==> src/rtl/pipemem_arbiter_pkg.sv <==
// Shared types for the instruction/data memory arbiter.
// Pipeline stages import this to decode the arbiter state.
package pipemem_arbiter_pkg;

  typedef enum logic [1:0] {
    IDLE  = 2'd0,
    DBUSY = 2'd1,
    IBUSY = 2'd2,
    RESP  = 2'd3
  } arb_state_t;

  localparam int TIMEOUT_DEFAULT = 255;

  function automatic logic is_busy(
    input arb_state_t s
  );
    return (s == DBUSY) || (s == IBUSY);
  endfunction

endpackage

==> src/rtl/pipemem_wait_timer.sv <==
// Memory wait counter; flags the cycle in which
// the count would reach TIMEOUT without an ack.
module pipemem_wait_timer
  import pipemem_arbiter_pkg::*;
#(
  parameter int TIMEOUT = TIMEOUT_DEFAULT
) (
  input  logic clock,
  input  logic resetn,
  input  logic clear,
  input  logic enable,
  output logic expired
);

  localparam int W = $clog2(TIMEOUT + 1);
  localparam logic [W-1:0] LAST = W'(TIMEOUT - 1);

  logic [W-1:0] count;

  assign expired = enable && (count == LAST);

  always_ff @(posedge clock or negedge resetn) begin
    if (!resetn) begin
      count <= '0;
    end else if (clear) begin
      count <= '0;
    end else if (enable) begin
      count <= count + 1'b1;
    end
  end

endmodule

==> src/rtl/pipemem_arbiter.sv <==
// Single-port memory arbiter between fetch and data stages,
// with fetch anti-starvation and a wait timeout.
module pipemem_arbiter
  import pipemem_arbiter_pkg::*;
#(
  parameter int TIMEOUT = TIMEOUT_DEFAULT
) (
  input  logic        clock,
  input  logic        resetn,
  input  logic        i_req,
  input  logic [31:0] i_addr,
  output logic [31:0] i_rdata,
  output logic        i_done,
  input  logic        d_req,
  input  logic        d_we,
  input  logic [31:0] d_addr,
  input  logic [31:0] d_wdata,
  output logic [31:0] d_rdata,
  output logic        d_done,
  output logic        m_req,
  output logic        m_we,
  output logic [31:0] m_addr,
  output logic [31:0] m_wdata,
  input  logic [31:0] m_rdata,
  input  logic        m_ack,
  output logic        stall,
  output logic        err
);

  arb_state_t state, state_nxt;

  logic ifirst;
  logic we;
  logic dport;
  logic busy;
  logic expired;
  logic grant_d;
  logic grant_i;

  assign busy   = is_busy(state);
  assign m_req  = busy;
  assign m_we   = (state == DBUSY) && we;
  assign d_done = (state == RESP) && dport;
  assign i_done = (state == RESP) && !dport;
  assign stall  = (i_req && !i_done)
                || (d_req && !d_done);

  pipemem_wait_timer #(
    .TIMEOUT(TIMEOUT)
  ) u_timer (
    .clock  (clock),
    .resetn (resetn),
    .clear  (!busy),
    .enable (busy && !m_ack),
    .expired(expired)
  );

  always_comb begin
    state_nxt = state;
    grant_d   = 1'b0;
    grant_i   = 1'b0;
    unique case (state)
      IDLE: begin
        grant_d = d_req && (!i_req || !ifirst);
        grant_i = i_req && !grant_d;
        if (grant_d) begin
          state_nxt = DBUSY;
        end else if (grant_i) begin
          state_nxt = IBUSY;
        end
      end
      DBUSY, IBUSY: begin
        if (m_ack || expired) begin
          state_nxt = RESP;
        end
      end
      default: state_nxt = IDLE;
    endcase
  end

  always_ff @(posedge clock or negedge resetn) begin
    if (!resetn) begin
      state   <= IDLE;
      ifirst  <= 1'b0;
      we      <= 1'b0;
      dport   <= 1'b0;
      m_addr  <= '0;
      m_wdata <= '0;
      i_rdata <= '0;
      d_rdata <= '0;
      err     <= 1'b0;
    end else begin
      state <= state_nxt;
      if (grant_d) begin
        we      <= d_we;
        dport   <= 1'b1;
        m_addr  <= d_addr;
        m_wdata <= d_wdata;
        if (i_req) begin
          ifirst <= 1'b1;
        end
      end
      if (grant_i) begin
        we     <= 1'b0;
        dport  <= 1'b0;
        m_addr <= i_addr;
        ifirst <= 1'b0;
      end
      // expired is never raised alongside m_ack, so ack wins
      if (busy && (m_ack || expired)) begin
        if (expired) begin
          err <= 1'b1;
        end
        if (state == IBUSY) begin
          i_rdata <= m_ack ? m_rdata : '0;
        end else if (!we) begin
          d_rdata <= m_ack ? m_rdata : '0;
        end
      end
    end
  end

endmodule

==> config.mk <==
export PLATFORM = sky130hd
export DESIGN_NAME = pipemem_arbiter
export DESIGN_NICKNAME = d
export VERILOG_FILES = /design/src/rtl/pipemem_arbiter_pkg.sv /design/src/rtl/pipemem_wait_timer.sv /design/src/rtl/pipemem_arbiter.sv
export SDC_FILE = /design/constraint.sdc
export NUM_CORES = 1
export LEC_CHECK = 0
export CORE_MARGIN = 2
export CORE_UTILIZATION = 42
export DETAILED_ROUTE_END_ITERATION = 16
export HOLD_SLACK_MARGIN = 0.15
export PLACE_DENSITY = 0.77
export SLEW_MARGIN = 20
export SYNTH_ARGS = -nofsm -noshare
export SYNTH_HDL_FRONTEND = slang
export SYNTH_HIERARCHICAL = 1
export SYNTH_SLANG_ARGS = --single-unit
==> constraint.sdc <==
create_clock -name clock -period 3 [get_ports clock]
set_input_delay 0.45 -clock clock [delete_from_list [all_inputs] [get_ports clock]]
set_output_delay 0.45 -clock clock [all_outputs]
set_load 0.02 [all_outputs]
==> flow_summary_export.csv, run 1 <==
group,metric,value,unit
power_and_ir_drop,total_power,10.3,mW
floorplan,core_area,14400,sq um
grt,grt_pass1_wl,27300,um
clock_tree,cts_buffer_depth,2,
setup_path,cp_data_required_time,3300,ps
grt,grt_max_degree,67,
grt,overflow,0,
synth,yosys_warnings,6,
synth,synthFlopType,"dfrtp_1",
floorplan,dieArea,15500,sq um
power_and_ir_drop,power_density,1080,nW/um^2
synth,synth.most_common_cell,"dfrtp_1",
synth,netlist.area_leader.share,0.582,
placed_design,dpl.cell_count,980,
setup_path,path_max_fanout,19,
clock_tree,numClockSinks,142,
grt,busiest_layer,"met2",
synth,synth_commonest_cells,"142 x dfrtp_1, 60 x o21ai_0, 51 x nand2_1",
setup_path,cp_num_cells,10,
grt,gr-usage-met2,0.375,
synth,seq_area_frac_synth,0.582,
cells_and_area,final_layout_size_suffix_gt1_frac,0.128,
setup_path,worst_r2r_endpoint,"d_rdata[22]",
drt,avgViaCountPerCell,5.12,
synth,synth_top_area_cell,"dfrtp_1",
power_and_ir_drop,total_leakage_power,4.16,nW
sta,finalCritPeriodShare,0.891,
synth,netlist_area,6100,sq um
synth,synth_enable_flop_cells,0,
power_and_ir_drop,peakVddDrop,0.674,mV
drt,drt-pass1-iter-count,5,
setup_path,start_kind,"flop",
sta,hold_violations,0,
clock_tree,cts_buffers,17,
synth,synth_compound_area_frac,0.0992,
setup_path,endpoint_kind,"flop",
setup_path,arrival,2970,ps
setup_path,critical_path.startpoint,"state[0]",
setup_path,r2r_cells,10,
sta,clock_skew,9.63,ps
placed_design,dpl.hpwl,12400,um
cells_and_area,fin_cells,1013,
cells_and_area,ff_latch_area,3550,sq um
sta,min_period,2670,ps
floorplan,io_pins,268,
synth,synth_mux_area_frac,0.139,
synth,synth-xor-area-share,0.00574,
drt,drc,0,
drt,final_antenna_net_count,0,
sta,setup_viol,0,
clock_tree,cts-root-buf,"clkbuf_16",
hold_path,whs_path_depth,1,
sta,final.setup.tns,0,ps
floorplan,die_h,125,um
drt,first_iter_violations,288,
flow_run,cap_violations,0,
synth,yosysUniqueCellTypes,34,
cells_and_area,areaGrowthSynthToFinish,56.4,%
status,status,"finished clean",
synth,synth_top_family_by_area,"multiplexers",
synth,synthTopCellsByArea,"dfrtp_1 58%, mux2_2 8.1%, o21ai_0 4.9%",
grt,use_met1,0.257,
sta,drv_slew,0,
synth,syn_inst,555,
drt,routed_wl,16700,um
placed_design,gp_congestion,0.767,
synth,yosys.area_share.adder,0.0123,
sta,tightestPinTransition,868,ps
clock_tree,cts_tree,"built",
setup_path,path_cells,"inv_1 -> ha_1 -> inv_1 -> nor2_1 -> nand4_1 -> nor2_1 -> o21ai_1 -> or3_2 -> buf_12 -> mux2i_1",
setup_path,crit_type,"flop to flop",
synth,avgSynthCellArea,11.0,sq um
grt,first_global_vias,5260,
cells_and_area,antenna_cells_inserted,0,
drt,num_vias,5188,
cells_and_area,fillers,1072,
setup_path,r2r-start,"state[0]",
floorplan,start_util,0.425,
setup_path,cpPeakStageDelay,720,ps
clock_tree,htreeDepth,4,
sta,fmax,374,MHz
synth,synth-simple-area-share,0.114,
floorplan,num_rows,44,
hold_path,hp-start,"err",
drt,drt-wirelength-per-cell,16.5,um
synth,syn-num-nets,695,
cells_and_area,fin_nets,956,
setup_path,cpLargestDelayFamily,"simple AND/OR/NAND/NOR gates",
setup_path,slowest_stage,"or3_2",
sta,maxSlewHeadroom,0.421,
setup_path,path_buf_inv,3,
setup_path,rrSetupSlack,330,ps
sta,rsz0062_at_grt,"no",
grt,grt_usage,0.221,
synth,ys_ff_latch,142,
cells_and_area,multi_input_area,2270,sq um
clock_tree,clk_pin_slew,60,ps
hold_path,min_path_type,"flop to flop",
clock_tree,cts_resized,0,
hold_path,worst_hold_path.endpoint,"err",
synth,synth-async-reset-ratio,1.00,
clock_tree,clock_latency,420,ps
placed_design,io_buffers,267,
floorplan,die_w,125,um
grt,met3_usage,0.0795,
grt,antenna_found_initial,0,
==> layout make-up <==
type,count,share of cell area
clock inverters,15,0.0134
inverters,28,0.0110
multi-input cells,344,0.238
repair buffers,283,0.297
well taps,184,0.0241
clock buffers,17,0.0445
flip-flops and latches,142,0.372
==> routing by layer <==
metal,routed length (um),up-vias
li1,-,2424
met1,6500,2489
met2,8300,246
met3,1540,29
met4,388,0
met5,0,-
==> power breakdown <==
| part | total [mW] | switching (mW) | internal [mW] |
|---|---|---|---|
| sequential | 3.27 | 0.489 | 2.78 |
| clock | 1.94 | 0.861 | 1.08 |
| combinational | 5.07 | 2.60 | 2.48 |
==> cells by family after synthesis <==
kind of cell             Yosys count
XOR/XNOR                           4
AO/OA/AOI/OAI                    107
adder cells (fa/ha/maj)            6
AND/OR/NAND/NOR                  152
buffers and inverters             69
flip-flops                       142
multiplexers                      75
==> repair_timing <==
action,CTS,global route
hold buffers,1,0
endpoints found under the hold margin,64,0
buffers inserted,0,0
==> layout by cell type (no fill, tap or decap), types with 12 or more instances in the layout <==
cell type,instances
buf_4,12
a31oi_1,33
nand2_1,51
clkbuf_16,17
dfrtp_1,142
and2_1,13
mux2i_1,23
nand3_1,34
nor2_1,40
clkdlybuf4s50_1,266
inv_1,28
o21ai_0,60
mux2_2,44
==> per-stage QoR <==
step	hold slack, ps	util	instance area [sq um]	worst slack [ps]
2_1_floorplan	154	-	6100	366
3_3_place_gp	441	0.625	8990	400
3_5_place_dp	463	0.625	8990	335
4_1_cts	479	0.665	9550	323
5_1_grt	494	0.665	9550	139
6_report	481	0.665	9550	328
==> worst max path at each step <==
stage,endpoint,slack (ps)
2_1_floorplan,d_rdata[2],370
3_3_place_gp,d_rdata[9],400
3_5_place_dp,d_rdata[15],330
4_1_cts,d_rdata[15],320
5_1_grt,d_rdata[28],140
6_report,d_rdata[22],330
==> flip-flops by register name (all words and copies together), names as in the netlist <==
signal and cells:
d_rdata 32, dport 1, err 1, i_rdata 32, ifirst 1, m_addr 32
m_wdata 32, state 2, u_timer/count 8, we 1
==> worst register-to-register path, cell delays in order (launching register included) <==
cell,delay (ps)
dfrtp_1,380
inv_1,80
ha_1,300
inv_1,140
nor2_1,180
nand4_1,110
nor2_1,160
o21ai_1,70
or3_2,720
buf_12,290
mux2i_1,120
Note: power is estimated with default switching activity, not from simulation.
==> inputs of run 2 (changes only) <==
Settings changed: ABC_AREA set to 1, CELL_PAD_IN_SITES_DETAIL_PLACEMENT set to 1, CELL_PAD_IN_SITES_GLOBAL_PLACEMENT set to 2, CORE_UTILIZATION 42 to 24, PLACE_DENSITY 0.77 to 0.76.
==> run 2 against run 1 <==
Net effect:
- non-clock buffer count decreased by 5
- first-iteration DRC count decreased by 2.8%
- hold slack about the same
- register-to-register slack got worse by 70 ps
- synthesized cell count up 32%
- final cell count rose by 33%
- sequential share of layout area is 1.5 points lower
- largest cell class unchanged
- critical endpoint is now d_rdata[8]
- utilization fell by 29 points
- routed wire length grew 28%
- combinational power rose by 1%
- clock power up 8%
- maximum frequency down 2.5%
==> flow_summary_export.csv, run 2 <==
group,metric,value,unit
sta,tightestPinTransition,831,ps
grt,overflow,0,
cells_and_area,final_cell_area,9960,sq um
synth,yosys_warnings,6,
sta,final.setup.tns,0,ps
cells_and_area,final_common_cell,"nand2_1",
synth,syn_inst,730,
setup_path,r2r_cells,11,
clock_tree,cts_resized,0,
placed_design,place_area,9370,sq um
grt,grt_usage,0.153,
grt,antenna_found_initial,1,
synth,synth_top_area_cell,"dfrtp_1",
floorplan,io_pins,268,
setup_path,start_kind,"flop",
cells_and_area,final_layout_size_suffix_gt1_frac,0.0978,
drt,final_antenna_net_count,0,
clock_tree,cts-root-buf,"clkbuf_16",
sta,maxSlewHeadroom,0.446,
synth,seq_area_frac_synth,0.548,
clock_tree,cts_buffer_depth,2,
clock_tree,cts_buffers,17,
clock_tree,numClockSinks,142,
sta,drv_slew,0,
setup_path,cp_data_required_time,3270,ps
synth,synth.most_common_cell,"nand2_1",
sta,setup_viol,0,
setup_path,arrival,3010,ps
flow_run,cap_violations,0,
power_and_ir_drop,power_density,1050,nW/um^2
grt,grt_pass1_wl,34200,um
sta,hold_violations,0,
floorplan,start_util,0.243,
drt,num_vias,5778,
cells_and_area,fin_nets,1130,
synth,synth-async-reset-ratio,1.00,
clock_tree,clk_pin_slew,60,ps
sta,clock_skew,13.5,ps
setup_path,path_max_fanout,64,
clock_tree,clock_latency,420,ps
synth,synthFlopType,"dfrtp_1",
sta,setup_ws,260,ps
drt,drt-wirelength-per-cell,16.0,um
floorplan,num_rows,60,
hold_path,whs_path_depth,2,
grt,first_global_vias,6145,
drt,drc,0,
drt,first_iter_violations,280,
placed_design,place_ws,264,ps
hold_path,min_path_type,"flop to flop",
power_and_ir_drop,peakVddDrop,0.451,mV
power_and_ir_drop,total_leakage_power,4.65,nW
synth,yosysUniqueCellTypes,27,
drt,avgViaCountPerCell,4.30,
floorplan,die_w,168,um
power_and_ir_drop,total_power,10.4,mW
synth,synthTopCellsByArea,"dfrtp_1 55%, nand2_1 19%, o21ai_2 5.9%",
clock_tree,post-cts-setup-buffers,0,
synth,avgSynthCellArea,8.89,sq um
placed_design,dpl.hpwl,14900,um
grt,grt_max_degree,74,
sta,min_period,2740,ps
setup_path,crit_type,"flop to flop",
floorplan,dieArea,28400,sq um
synth,ys_ff_latch,142,
cells_and_area,fillers,3075,
placed_design,io_buffers,267,
setup_path,endpoint_kind,"flop",
clock_tree,htreeDepth,4,
synth,netlist.area_leader.share,0.548,
synth,synth_commonest_cells,"320 x nand2_1, 142 x dfrtp_1, 47 x inv_1",
drt,drt-pass1-iter-count,4,
synth,synth_enable_flop_cells,0,
cells_and_area,areaGrowthSynthToFinish,53.5,%
drt,routed_wl,21500,um
sta,rsz0062_at_grt,"no",
cells_and_area,layout_common_cells,"320 x nand2_1, 266 x clkdlybuf4s50_1, 142 x dfrtp_1",
floorplan,die_h,168,um
clock_tree,cts_tree,"built",
status,status,"finished clean",
placed_design,gp_congestion,0.757,
synth,netlist_area,6490,sq um
sta,fmax,365,MHz
sta,finalCritPeriodShare,0.913,
floorplan,core_area,26700,sq um
synth,syn-num-nets,870,
run 2: cell types whose count changed after synthesis, sizes merged, moves of 8 or more:
cell | before | now
a31oi | 33 | 0
and2 | 13 | 0
buf | 17 | 32
clkbuf | 24 | 5
inv | 28 | 49
mux2 | 52 | 0
mux2i | 23 | 0
nand2 | 51 | 326
nand3b | 0 | 32
nor2 | 40 | 16
o21ai | 61 | 69
run 2: layer usage:
layer	part of all wire	routed length [um]	global-route usage	vias to the layer above
li1	-	-	-	2817
met1	0.45	9670	0.195	2756
met2	0.46	9810	0.244	177
met3	0.073	1560	0.0522	28
met4	0.020	431	0.0513	0
met5	0	0	0	-
run 2: through the flow:
| stage | instances | hold WS, ps | util |
|---|---|---|---|
| floorplan | 730 | 154 | - |
| global placement | 1311 | 461 | 0.351 |
| detailed placement | 1311 | 464 | 0.351 |
| CTS | 1343 | 481 | 0.372 |
| global route | 1344 | 503 | 0.373 |
| finish | 1344 | 481 | 0.373 |
run 2: cells by family after synthesis:
group,after synthesis,synth area share
AO/OA/AOI/OAI,77,0.0874
adder cells (fa/ha/maj),6,0.0116
buffers and inverters,87,0.0756
flip-flops,142,0.548
AND/OR/NAND/NOR,418,0.278
run 2: repair_timing:
| action | CTS | global route |
|---|---|---|
| hold endpoints to repair | 70 | 0 |
| hold buffers | 1 | 0 |
| endpoints found under the setup margin | 0 | 0 |
run 2: area by class of cell:
class | instances | area (sq um) | share of cell area
flip-flops and latches | 142 | 3550 | 0.357
repair buffers | 278 | 2770 | 0.278
multi-input cells | 501 | 2440 | 0.245
clock buffers | 18 | 429 | 0.0431
well taps | 341 | 427 | 0.0429
inverters | 50 | 189 | 0.0190
clock inverters | 13 | 140 | 0.0141
diodes | 1 | 2.50 | 0.000251
run 2: path summary, 6_finish.rpt:
kind,from,to,slack [ps]
hold / removal,d_rdata[25],d_rdata[25],480
max in group asynchronous,resetn,u_timer/count[3],1600
min in group asynchronous,resetn,i_rdata[15],640
hold reg to reg,d_rdata[25],d_rdata[25],480
setup / recovery,state[1],d_rdata[8],260
setup reg to reg,state[1],d_rdata[8],260
run 2: critical path, stage by stage, from the launching register on:
cell	delay, ps
dfrtp_1	400
inv_1	90
ha_1	360
inv_1	70
nor2_1	260
nand4_1	130
nor3_1	150
inv_1	120
a21oi_4	220
nand2_4	440
nand2_1	240
o21ai_2	70
run 2: power breakdown:
part	total, mW	switching [mW]	leakage, nW	internal, mW
Combinational	5.14	2.96	2.56	2.18
Sequential	3.21	0.470	1.82	2.74
Clock	2.09	0.867	0.269	1.22
Total	10.4	4.30	4.65	6.15
==> inputs of run 3 (changes only) <==
Settings changed: CORE_UTILIZATION 24 to 23, PLACE_DENSITY 0.76 to 0.77, RECOVER_POWER set to 25, SYNTH_HIERARCHICAL 1 to unset.
==> run 3 against run 2 <==
Net effect:
- the run now ends with max-capacitance violations, max-slew violations left
- largest cell class unchanged
- worst setup slack better by 210 ps
- critical endpoint is now m_req
- synthesized area is 3.7% lower
- hold slack worse by 13 ps
- critical path type is now flop to output port
- utilization is 0.27 points lower
- sequential cell count stayed put
==> flow_summary_export.csv, run 3 <==
group,metric,value,unit
placed_design,io_buffers,267,
floorplan,start_util,0.233,
grt,first_global_vias,6452,
hold_path,hp-start,"i_rdata[5]",
floorplan,die_w,169,um
drt,drt-wirelength-per-cell,16.6,um
setup_path,rrSetupSlack,900,ps
sta,tightestPinTransition,1710,ps
clock_tree,cts_tree,"built",
cells_and_area,layout_common_cells,"324 x nand2_1, 266 x clkdlybuf4s50_1, 142 x dfrtp_1",
flow_run,cap_violations,1,
drt,avgViaCountPerCell,4.37,
cells_and_area,fin_cells,1384,
clock_tree,cts-root-buf,"clkbuf_16",
power_and_ir_drop,total_leakage_power,4.80,nW
clock_tree,cts_buffers,17,
synth,syn_inst,770,
grt,gr-usage-met2,0.284,
floorplan,core_area,26800,sq um
synth,avgSynthCellArea,8.11,sq um
power_and_ir_drop,p_int,6.35,mW
synth,yosysUniqueCellTypes,20,
synth,netlist_area,6250,sq um
drt,first_iter_violations,354,
sta,hold_violations,0,
synth,synth_commonest_cells,"324 x nand2_1, 142 x dfrtp_1, 75 x nand3_1",
synth,netlist.area_leader.share,0.569,
clock_tree,cts_resized,0,
floorplan,die_h,169,um
floorplan,io_pins,268,
hold_path,worst_hold_path.endpoint,"i_rdata[5]",
placed_design,gp_congestion,0.793,
power_and_ir_drop,clockPowerShare,0.209,
synth,seq_area_frac_synth,0.569,
placed_design,dpl.hpwl,15800,um
sta,rsz0062_at_grt,"no",
clock_tree,clock_latency,420,ps
setup_path,cp_data_required_time,2550,ps
setup_path,endpoint_kind,"output port",
clock_tree,htreeDepth,4,
power_and_ir_drop,total_power,10.8,mW
status,violations,"max-capacitance violations, max-slew violations",
cells_and_area,final_layout_size_suffix_gt1_frac,0.0508,
grt,grt_max_degree,65,
synth,syn-num-nets,911,
setup_path,crit_type,"flop to output port",
drt,drt-pass1-iter-count,4,
synth,synth_enable_flop_cells,0,
sta,final.setup.tns,0,ps
sta,clock_skew,13.7,ps
cells_and_area,final_common_cell,"nand2_1",
power_and_ir_drop,combPwrFrac,0.489,
setup_path,path_max_fanout,11,
grt,use_met1,0.208,
drt,routed_wl,23000,um
grt,antenna_found_initial,0,
synth,synth-async-reset-ratio,1.00,
status,status,"finished with violations",
synth,synthFlopType,"dfrtp_1",
power_and_ir_drop,power_density,1090,nW/um^2
grt,overflow,0,
setup_path,r2r-start,"state[0]",
synth,yosys_warnings,0,
clock_tree,numClockSinks,142,
setup_path,start_kind,"flop",
grt,grt_pass1_wl,36500,um
synth,synth.most_common_cell,"nand2_1",
sta,finalCritPeriodShare,0.843,
hold_path,min_path_type,"flop to flop",
sta,fmax,395,MHz
sta,drv_slew,60,
cells_and_area,antenna_cells_inserted,0,
power_and_ir_drop,peakVddDrop,0.405,mV
hold_path,whs_path_depth,2,
grt,grt_usage,0.164,
clock_tree,post-cts-setup-buffers,0,
clock_tree,holdBufCountCts,1,
cells_and_area,fillers,3148,
setup_path,worst_r2r_endpoint,"m_addr[20]",
drt,num_vias,6044,
cells_and_area,areaGrowthSynthToFinish,58.7,%
placed_design,dpl.cell_count,1351,
sta,maxSlewHeadroom,-0.138,
drt,final_antenna_net_count,0,
grt,met3_usage,0.0325,
synth,synthTopCellsByArea,"dfrtp_1 57%, nand2_1 19%, nand3_1 6.0%",
drt,drc,0,
grt,busiest_layer,"met2",
sta,setup_viol,0,
clock_tree,cts_buffer_depth,2,
sta,min_period,2530,ps
clock_tree,clk_pin_slew,60,ps
power_and_ir_drop,power_frac_seq,0.301,
floorplan,dieArea,28500,sq um
power_and_ir_drop,power.share.switching,0.415,
synth,synth_top_area_cell,"dfrtp_1",
synth,ys_ff_latch,142,
setup_path,arrival,2080,ps
cells_and_area,fin_nets,1171,
power_and_ir_drop,p_switching,4.50,mW
setup_path,r2r_cells,9,
floorplan,num_rows,60,
run 3: changes by cell type after synthesis, moves of 4 or more:
cell and delta:
nand3_1 +36, a21oi_1 +31, nand3b_1 -32, inv_1 +5
buf_2 +7, nand2_1 +4, o21ai_1 -20, buf_4 -13
clkbuf_1 +18, o21ai_0 +34, nor2_1 +28, o21ai_2 -44
buf_6 -9
run 3: power groups by stage:
stage | Sequential (mW) | Combinational, mW | Clock, mW
2_1_floorplan | 4.24 | 1.76 | 0
3_3_place_gp | 3.29 | 5.33 | 0
3_5_place_dp | 3.30 | 5.41 | 0
4_1_cts | 3.29 | 5.42 | 2.35
5_1_grt | 3.39 | 5.78 | 2.41
6_report | 3.27 | 5.31 | 2.27
run 3: logic make-up after synthesis:
group	share of synthesized area
AND/OR/NAND/NOR	0.285
flip-flops	0.569
buffers and inverters	0.0665
AO/OA/AOI/OAI	0.0651
adder cells (fa/ha/maj)	0.0140
run 3: worst max path at each step:
stage / start / endpoint / depth (start not counted)
after detailed placement: i_req / stall / 4
final: state[0] / m_req / 4
after global routing: state[0] / m_req / 4
after floorplan: state[0] / i_rdata[20] / 10
after CTS: state[0] / m_req / 4
after global placement: i_req / stall / 4
run 3: critical path, cell delays in order (launching register included):
cell	delay [ps]
dfrtp_1	410
inv_1	90
ha_1	330
buf_4	190
clkdlybuf4s50_1	640
run 3: final cells by class:
| type | instances | area, sq um | area share |
|---|---|---|---|
| Sequential cell | 142 | 3550 | 0.358 |
| Timing Repair Buffer | 284 | 2820 | 0.285 |
| Multi-Input combinational cell | 532 | 2290 | 0.231 |
| Clock buffer | 19 | 443 | 0.0447 |
| Tap cell | 341 | 427 | 0.0430 |
| Inverter | 53 | 199 | 0.0201 |
| Clock inverter | 13 | 178 | 0.0179 |
run 3: routing by layer:
| layer | vias up | part of all wire |
|---|---|---|
| met2 | 141 | 0.50 |
| met5 | - | 0 |
| met3 | 20 | 0.038 |
| li1 | 2926 | - |
| met4 | 0 | 0.017 |
| met1 | 2957 | 0.44 |
run 3: through the flow:
step                hold WS [ps]  setup WS (ps)   util  cell area, sq um
finish                       468            471  0.370              9910
detailed placement           457            759  0.347              9290
floorplan                    154           1150      -              6250
CTS                          472            422  0.370              9920
global route                 493            332  0.370              9910
global placement             454            752  0.347              9290
